===== src/rtl/sqrt_result_bcd_if.sv =====
// sqrt_result_bcd_if
//   Groups the result bus between the sqrt unit, the BCD conversion stage and
//   the display/report logic.
//   master : drives yint_i/ydec_i/fl_i and observes the BCD results
//   slave  : the conversion stage (samples inputs, drives results)
//   yint_i    2*N+1      integer part of the sqrt result
//   ydec_i    DIGIT      binary fraction (value = ydec_i / 2^DIGIT)
//   fl_i      1          result-ready level flag
//   bcd_int_o 4*INT_DIG  packed BCD integer, LSD in [3:0]
//   bcd_dec_o 4*DEC_DIG  packed BCD fraction, first digit in MS nibble
//   valid_o   1          one-cycle pulse when bcd_*_o update
//   busy_o    1          conversion in progress
interface sqrt_result_bcd_if #(
    parameter int N       = 16,
    parameter int DIGIT   = 32,
    parameter int INT_DIG = 10,
    parameter int DEC_DIG = 4
);
    logic [2*N:0]           yint_i;
    logic [DIGIT-1:0]       ydec_i;
    logic                   fl_i;
    logic [4*INT_DIG-1:0]   bcd_int_o;
    logic [4*DEC_DIG-1:0]   bcd_dec_o;
    logic                   valid_o;
    logic                   busy_o;

    modport master (
        output yint_i, ydec_i, fl_i,
        input  bcd_int_o, bcd_dec_o, valid_o, busy_o
    );

    modport slave (
        input  yint_i, ydec_i, fl_i,
        output bcd_int_o, bcd_dec_o, valid_o, busy_o
    );
endinterface


===== src/rtl/sqrt_result_bcd.sv =====
// sqrt_result_bcd
//   Captures the fixed-point sqrt result on the rising edge of fl_i, converts
//   the integer part to packed BCD with a sequential double-dabble and the
//   binary fraction to DEC_DIG truncated decimal digits by repeated x10, then
//   presents both with a one-cycle valid pulse.
//   clk_i  : clock, rising edge
//   rst_i  : asynchronous reset, active-low
//   bus    : sqrt_result_bcd_if.slave (yint_i, ydec_i, fl_i in;
//            bcd_int_o, bcd_dec_o, valid_o, busy_o out)
module sqrt_result_bcd #(
    parameter int N       = 16,
    parameter int DIGIT   = 32,
    parameter int INT_DIG = 10,
    parameter int DEC_DIG = 4
) (
    input  logic                 clk_i,
    input  logic                 rst_i,
    sqrt_result_bcd_if.slave     bus
);
    localparam int YW  = 2*N + 1;
    localparam int BW  = 4*INT_DIG;
    localparam int DW  = 4*DEC_DIG;
    localparam int CW  = $clog2(YW);
    localparam int DCW = (DEC_DIG > 1) ? $clog2(DEC_DIG) : 1;

    typedef enum logic [1:0] {
        IDLE,
        CONV_INT,
        CONV_DEC,
        DONE
    } state_t;

    state_t state_q, state_d;

    logic [YW-1:0]    shreg_q;
    logic [BW-1:0]    scratch_q;
    logic [BW-1:0]    adj;
    logic [DIGIT-1:0] frac_q;
    logic [DIGIT+3:0] prod;
    logic [DW-1:0]    dec_q;
    logic [CW-1:0]    bit_cnt_q;
    logic [DCW-1:0]   dec_cnt_q;
    logic [BW-1:0]    bcd_int_q;
    logic [DW-1:0]    bcd_dec_q;
    logic             valid_q;
    logic             fl_q;

    logic start, capture, shift_int, shift_dec, finish, busy;
    logic last_bit, last_dig;

    // fl_q resets high so a flag already asserted out of reset is not a start.
    assign start    = bus.fl_i && !fl_q;
    assign last_bit = (bit_cnt_q == CW'(YW-1));
    assign last_dig = (dec_cnt_q == DCW'(DEC_DIG-1));

    // State register
    always_ff @(posedge clk_i or negedge rst_i) begin
        if (!rst_i) state_q <= IDLE;
        else        state_q <= state_d;
    end

    // Next-state logic
    always_comb begin
        state_d = state_q;
        unique case (state_q)
            IDLE:     if (start)    state_d = CONV_INT;
            CONV_INT: if (last_bit) state_d = CONV_DEC;
            CONV_DEC: if (last_dig) state_d = DONE;
            DONE:                   state_d = IDLE;
            default:                state_d = IDLE;
        endcase
    end

    // Output / control decode
    always_comb begin
        capture   = 1'b0;
        shift_int = 1'b0;
        shift_dec = 1'b0;
        finish    = 1'b0;
        busy      = 1'b0;
        unique case (state_q)
            IDLE:     capture   = start;
            CONV_INT: begin shift_int = 1'b1; busy = 1'b1; end
            CONV_DEC: begin shift_dec = 1'b1; busy = 1'b1; end
            DONE:     begin finish    = 1'b1; busy = 1'b1; end
            default:  ;
        endcase
    end

    // Double-dabble correction: every nibble >= 5 gets +3 before the shift.
    always_comb begin
        adj = '0;
        for (int unsigned i = 0; i < INT_DIG; i++) begin
            if (scratch_q[4*i +: 4] >= 4'd5) adj[4*i +: 4] = scratch_q[4*i +: 4] + 4'd3;
            else                             adj[4*i +: 4] = scratch_q[4*i +: 4];
        end
    end

    // frac*10 as (frac<<3)+(frac<<1); the top nibble is the next decimal digit.
    assign prod = ({4'b0, frac_q} << 3) + ({4'b0, frac_q} << 1);

    always_ff @(posedge clk_i or negedge rst_i) begin
        if (!rst_i) begin
            shreg_q   <= '0;
            scratch_q <= '0;
            frac_q    <= '0;
            dec_q     <= '0;
            bit_cnt_q <= '0;
            dec_cnt_q <= '0;
            bcd_int_q <= '0;
            bcd_dec_q <= '0;
            valid_q   <= 1'b0;
            fl_q      <= 1'b1;
        end else begin
            fl_q    <= bus.fl_i;
            valid_q <= finish;
            if (capture) begin
                shreg_q   <= bus.yint_i;
                frac_q    <= bus.ydec_i;
                scratch_q <= '0;
                dec_q     <= '0;
                bit_cnt_q <= '0;
                dec_cnt_q <= '0;
            end
            if (shift_int) begin
                {scratch_q, shreg_q} <= {adj, shreg_q} << 1;
                bit_cnt_q <= last_bit ? '0 : bit_cnt_q + 1'b1;
            end
            if (shift_dec) begin
                dec_q     <= {dec_q[DW-5:0], prod[DIGIT+3:DIGIT]};
                frac_q    <= prod[DIGIT-1:0];
                dec_cnt_q <= last_dig ? '0 : dec_cnt_q + 1'b1;
            end
            if (finish) begin
                bcd_int_q <= scratch_q;
                bcd_dec_q <= dec_q;
            end
        end
    end

    assign bus.bcd_int_o = bcd_int_q;
    assign bus.bcd_dec_o = bcd_dec_q;
    assign bus.valid_o   = valid_q;
    assign bus.busy_o    = busy;
endmodule


===== src/flat_wrapper.sv =====
// flat-port wrapper written by rule: the top's interface ports become plain ports
module sqrt_result_bcd_flat 
#(
    parameter int N       = 16,
    parameter int DIGIT   = 32,
    parameter int INT_DIG = 10,
    parameter int DEC_DIG = 4
)
  (clk_i, rst_i, bus_yint_i, bus_ydec_i, bus_fl_i, bus_bcd_int_o, bus_bcd_dec_o, bus_valid_o, bus_busy_o);
  sqrt_result_bcd_if #(.N(N), .DIGIT(DIGIT), .INT_DIG(INT_DIG), .DEC_DIG(DEC_DIG)) bus_i ();
  input  logic clk_i;
  input  logic rst_i;
  input wire logic [$bits(bus_i.yint_i)-1:0] bus_yint_i;
  input wire logic [$bits(bus_i.ydec_i)-1:0] bus_ydec_i;
  input wire logic [$bits(bus_i.fl_i)-1:0] bus_fl_i;
  output wire logic [$bits(bus_i.bcd_int_o)-1:0] bus_bcd_int_o;
  output wire logic [$bits(bus_i.bcd_dec_o)-1:0] bus_bcd_dec_o;
  output wire logic [$bits(bus_i.valid_o)-1:0] bus_valid_o;
  output wire logic [$bits(bus_i.busy_o)-1:0] bus_busy_o;
  assign bus_i.yint_i = bus_yint_i;
  assign bus_i.ydec_i = bus_ydec_i;
  assign bus_i.fl_i = bus_fl_i;
  assign bus_bcd_int_o = bus_i.bcd_int_o;
  assign bus_bcd_dec_o = bus_i.bcd_dec_o;
  assign bus_valid_o = bus_i.valid_o;
  assign bus_busy_o = bus_i.busy_o;
  sqrt_result_bcd #(.N(N), .DIGIT(DIGIT), .INT_DIG(INT_DIG), .DEC_DIG(DEC_DIG)) u_core (.clk_i(clk_i), .rst_i(rst_i), .bus(bus_i));
endmodule

===== config.mk =====
export PLATFORM = sky130hd
export DESIGN_NAME = sqrt_result_bcd_flat
export DESIGN_NICKNAME = d
export VERILOG_FILES = /design/src/rtl/sqrt_result_bcd_if.sv /design/src/rtl/sqrt_result_bcd.sv /design/src/flat_wrapper.sv
export SDC_FILE = /design/constraint.sdc
export NUM_CORES = 1
export LEC_CHECK = 0
export ABC_CLOCK_PERIOD_IN_PS = 3400
export CAP_MARGIN = 20
export CORE_MARGIN = 2
export CORE_UTILIZATION = 50
export CTS_CLUSTER_DIAMETER = 80
export DETAILED_ROUTE_END_ITERATION = 7
export PLACE_DENSITY = 0.73
export SLEW_MARGIN = 10
export SYNTH_ARGS = -nofsm -noshare
export SYNTH_HDL_FRONTEND = slang
export SYNTH_SLANG_ARGS = --single-unit

===== constraint.sdc =====
create_clock -name clk_i -period 3.4 [get_ports clk_i]
set_clock_uncertainty 0.2 [all_clocks]
set_input_delay 0.51 -clock clk_i [delete_from_list [all_inputs] [get_ports clk_i]]
set_output_delay 0.51 -clock clk_i [all_outputs]
set_load 0.005 [all_outputs]

=== Word level (Yosys, flattened, before mapping) ===
Index checks and enable logic that the tools add are counted.

* Order comparisons: 10
* Mux-type cells: 33
* Reduce and logical (&&, ||, !) cells: 7
* Equal/unequal tests: 8
* Add/sub/neg operators: 13

{| class="wikitable"
|+ Operators by type and width
! cell !! number
|-
| 2-to-1 mux 40 bit || 2
|-
| 2-to-1 mux 33 bit || 2
|-
| 2-to-1 mux 32 bit || 2
|-
| >= comparator 4 x 3 -> 1 bit (second input constant) || 10
|-
| adder 35 x 33 -> 36 bit || 1
|-
| adder 4 x 2 -> 4 bit (second input constant) || 9
|-
| 2-to-1 mux 4 bit || 9
|-
| 2-to-1 mux 16 bit || 2
|-
| 2-to-1 mux 6 bit || 3
|-
| 2-to-1 mux 2 bit || 6
|-
| case mux 2 bit (4 select lines) || 1
|-
| adder 6 x 1 -> 6 bit (second input constant) || 1
|-
| == test 2 bit (second input constant) || 3
|-
| == test 6 bit (second input constant) || 1
|-
| inequality test 2 x 1 -> 1 bit (second input constant) || 3
|-
| 2-to-1 mux 1 bit || 5
|-
| nonzero test 2 bit || 2
|-
| adder 3 x 2 -> 3 bit (second input constant) || 1
|-
| 2-to-1 mux 3 bit || 1
|-
| AND reduction 3 bit || 1
|-
| OR reduction 3 bit || 1
|-
| adder 2 x 1 -> 2 bit (second input constant) || 1
|-
| == test 2 x 1 -> 1 bit (second input constant) || 1
|-
| zero test 2 bit || 1
|-
| other kinds (2) || 2
|}

* Register bits after elaboration: 189

=== Logic depth before layout (Yosys ltp) ===
* Word-level depth: 5
* Mapped depth: 10
* Depth with buffers taken out: 10

=== Least setup slack after synthesis ===
No wires, ideal clock.

* Kind: register -> register
* Start point: reg u_core.frac_q[0]
* End point: reg u_core.dec_q[1]
* Slack: 0.342 ns
* Setup time: 0.121 ns
* Arrival: 2.737 ns
* Stages on the path, launching flop included: 11
* Buffers on the path: 0
* Data required time: 3.079 ns
* Cell sequence: dfrtp_1 -> ha_1 -> fa_1 -> a211oi_2 -> o211ai_2 -> a2111oi_4 -> nor3_2 -> or3_1 -> a31o_1 -> xor2_1 -> a22o_1

* Longest elaborated chain between the ends: 2

{| class="wikitable"
|+ RTL lines
! element !! line !! source
|-
| from (decl) || sqrt_result_bcd.sv:38 || <nowiki>logic [DIGIT-1:0] frac_q;</nowiki>
|-
| from (signal assigned) || sqrt_result_bcd.sv:119 || <nowiki>frac_q <= bus.ydec_i;</nowiki>
|-
| from (signal assigned) || sqrt_result_bcd.sv:131 || <nowiki>frac_q <= prod[DIGIT-1:0];</nowiki>
|-
| adder 35 x 33 -> 36 bit || sqrt_result_bcd.sv:100 || <nowiki>assign prod = ({4'b0, frac_q} << 3) + ({4'b0, frac_q} << 1);</nowiki>
|-
| 2-to-1 mux 16 bit || sqrt_result_bcd.sv:129 || <nowiki>if (shift_dec) begin</nowiki>
|-
| to (signal assigned) || sqrt_result_bcd.sv:130 || <nowiki>dec_q <= {dec_q[DW-5:0], prod[DIGIT+3:DIGIT]};</nowiki>
|-
| to (decl) || sqrt_result_bcd.sv:40 || <nowiki>logic [DW-1:0] dec_q;</nowiki>
|}

Every way passes these cells.
A chain may end at the register's enable or synchronous reset.

=== Worst setup path after layout ===
Same ends and word-level chain as after synthesis.

==> metrics.txt <==
outcome=finished, final reports clean; Sw Share=about two fifths; Pwr Density=roughly 960 nW/um2; Post-Route Utilization=61.62%; Crit Reg-Reg Startpoint=u_core.frac_q[0]$_DFFE_PN0P_; initial antenna violation count=0; io pins=roughly 130; Top FF cell, synth=dfrtp_1; Worst Setup Path Type=reg -> reg; Initial Util=slightly above 50%; global placement routability congestion=approximately 0.92; Peak VDD IR=between 0.0005 and 0.0006 V; WP data arrival=about 3.3 ns; syn nets=between 1000 and 1500; area leader, netlist=dfrtp_1; placed inst area=11970 um2; Post-Syn Area per Cell=just under 10 um2; Die ar.=~22000 um2; HPWL Detailed=between 15000 and 20000 um; data required time of the worst path=~3.5 ns; Pre-antenna DRT Iters=5; Die Y-Extent=between 100 and 150 um; Distinct cells, synth=between 50 and 60; Clk Latency, worst-skew pair=between 0.4 and 0.5 ns; Post-Synthesis Cells=approximately 1100; number of synthesized flops with an enable pin=0; Worst Tran Pin Value=around 0.84 ns; clock slew seen by the registers of the worst setup and hold paths=0.08 ns; Final Max Slew Viols=0; final cell count without fillers=approximately 1500; nature of the critical path startpoint=flip-flop; Sw Pwr=between 5 and 6 mW; final hold viol count=0; cell area after synthesis=approximately 10000 um2; Initial DRC Count=around 380; Synth top cells by count=dfrtp_1, nand2_1, o21ai_0, mux2i_1, a21oi_1; Tot Pwr=12.06 mW; CTS H-tree depth=4; global-route wire length before repair=~38000 um; # setup viols final=0; Setup TNS Final=0 ns; share of layout cells above drive strength 1=10.41%; gr ovfl total=0; largest net degree at the start of global routing=88; vias in the first global route=~7900; post-synthesis register bit count=roughly 190; unrepaired setup endpoints after global routing=no; clock share of power=16.1%; hold depth=2; synth top area cells=dfrtp_1, ha_1, nand2_1; largest fanout on the critical path=3; reg2reg setup slack=about 0.18 ns; DRC viols=0; Crit. End Element=flip-flop; GRT Overall Usage=21.21%; final worst path period need=about 3.2 ns; # rows=52; DRT antenna net count=0; synth-to-layout area growth=20.42%; CTS Buffer Depth=2; core footprint=around 20000 um2; Seq pwr share=31.5%; design area=12550 um2; DR vias=roughly 8000; R2R Path End=u_core.dec_q[1]$_DFFE_PN0P_; leakage power=roughly 5.5 nW; DR WL/cell=approximately 15 um; R2R depth=10; CTS buffer count=17; Max Freq=just over 300 MHz; top-count cell post-synth=dfrtp_1; Worst Hold Launch=u_core.shreg_q[30]$_DFFE_PN0P_; Max-cap violations=0; P_int=about 7 mW; CTS root buf=clkbuf_16; Synth top area share=a little under half; sequential fraction of the synthesis area=45.40%; Slew HR=~43%; Final period util=between 90% and 100%; mean number of vias per cell=5.524; Ys Warns=0; hold crit path type=reg -> reg; chip width=148.4 um; Hold Path Sink=u_core.shreg_q[31]$_DFFE_PN0P_; final WL=about 22000 um; Sinks on Clock Net=roughly 190; CTS tree=yes; port bufs=~130; final-stage net count=1295; Synth async-reset ratio=100.0%; Comb pwr share=a little over half; antenna cells=0; DP Cell Count=1419
## final cells by class
type                    instances  area (um2)
clock buffers                  19       442.9
clock inverters                13       126.4
fillers                      1771        7815
inverters                      32       120.1
multi-input cells             788        5376
flip-flops and latches        189        4731
well taps                     270       337.8
repair buffers                141        1415
## worst max-delay path by stage
stage / from / endpoint / cells past startpoint
after CTS: u_core.frac_q[0]$_DFFE_PN0P_ / u_core.dec_q[1]$_DFFE_PN0P_ / 10
after detailed placement: u_core.frac_q[0]$_DFFE_PN0P_ / u_core.dec_q[1]$_DFFE_PN0P_ / 10
final: u_core.frac_q[0]$_DFFE_PN0P_ / u_core.dec_q[1]$_DFFE_PN0P_ / 10
after floorplan: u_core.frac_q[0]$_DFFE_PN0P_ / u_core.dec_q[1]$_DFFE_PN0P_ / 10
after global placement: u_core.frac_q[0]$_DFFE_PN0P_ / u_core.dec_q[1]$_DFFE_PN0P_ / 10
after global routing: u_core.frac_q[2]$_DFFE_PN0P_ / u_core.dec_q[1]$_DFFE_PN0P_ / 10
## repair_timing
item | CTS | global route
resized for setup | 0 | 1
setup endpoints to repair | 0 | 1
endpoints found under the hold margin | 83 | 0
setup buffers | 0 | 0
hold buffers | 1 | 0
## layout by cell type (no fill, tap or decap), drive strengths merged, types with 6 or more instances in the layout
master and n:
a31oi 6, buf 15, o211ai 6, inv 39, mux2i 68, nand2b 13
xor2 18, xnor2 28, clkbuf 20, nor2 37, nand4 8, a21o 9
a21oi 65, mux2 56, and3 6, nor3b 10, ha 57, nand3 9
and2 8, o21ai 117, a211oi 10, clkdlybuf4s50 124, dfrtp 188, nor3 8
nand2 183, o31ai 22
## cells by family (layout without fill, tap and decap cells)
family	count (synthesis)	after routing	share of synthesized area [%]
flops	189	189	45.40
buf+inv	90	205	3.266
mux	124	124	12.58
fa+ha+maj	58	58	7.036
simple gates	297	297	12.63
compound gates	263	263	15.22
xor+xnor	46	46	3.866
## routing by layer
metal	track usage [%]	part of all wire, %	vias to the layer above
met5	0	0	-
met4	4.905	1.3	0
met3	3.988	3.2	20
met2	35.81	49	158
met1	28.58	47	3891
li1	-	-	3952
## critical path: stages, from the launching register on
cell	delay [ns]
dfrtp_1	0.40
ha_1	0.24
fa_2	0.39
a211oi_2	0.28
o211ai_2	0.15
a2111oi_4	0.40
nor3_2	0.11
or3_1	0.38
a31o_1	0.23
xor2_1	0.14
a22o_1	0.18
## registers in the layout (all words and copies together) (netlist names)
register and cells:
u_core.frac_q 32, u_core.dec_q 16, u_core.scratch_q 40, u_core.bus.bcd_int_o 40
u_core.dec_cnt_q 2, u_core.bus.bcd_dec_o 16, u_core.shreg_q 33, u_core.bit_cnt_q 6
u_core.fl_q 1, u_core.bus.valid_o 1, u_core.state_q 2
## stage by stage
step	worst slack, ns	hold WS [ns]
global placement	0.1581	0.2579
global route	0.02735	0.3144
detailed placement	0.1091	0.2717
floorplan	0.3422	0.01441
finish	0.1826	0.2821
CTS	0.08645	0.2844
## power by group through the flow
stage | combinational, mW | sequential (mW) | clock (mW)
finish | 6.31 | 3.80 | 1.94
global route | 7.12 | 3.92 | 2.08
floorplan | 4.63 | 3.66 | 0
CTS | 6.32 | 3.80 | 1.99
global placement | 6.15 | 3.81 | 0
detailed placement | 6.27 | 3.84 | 0
Power figures use the tool's default switching activity.
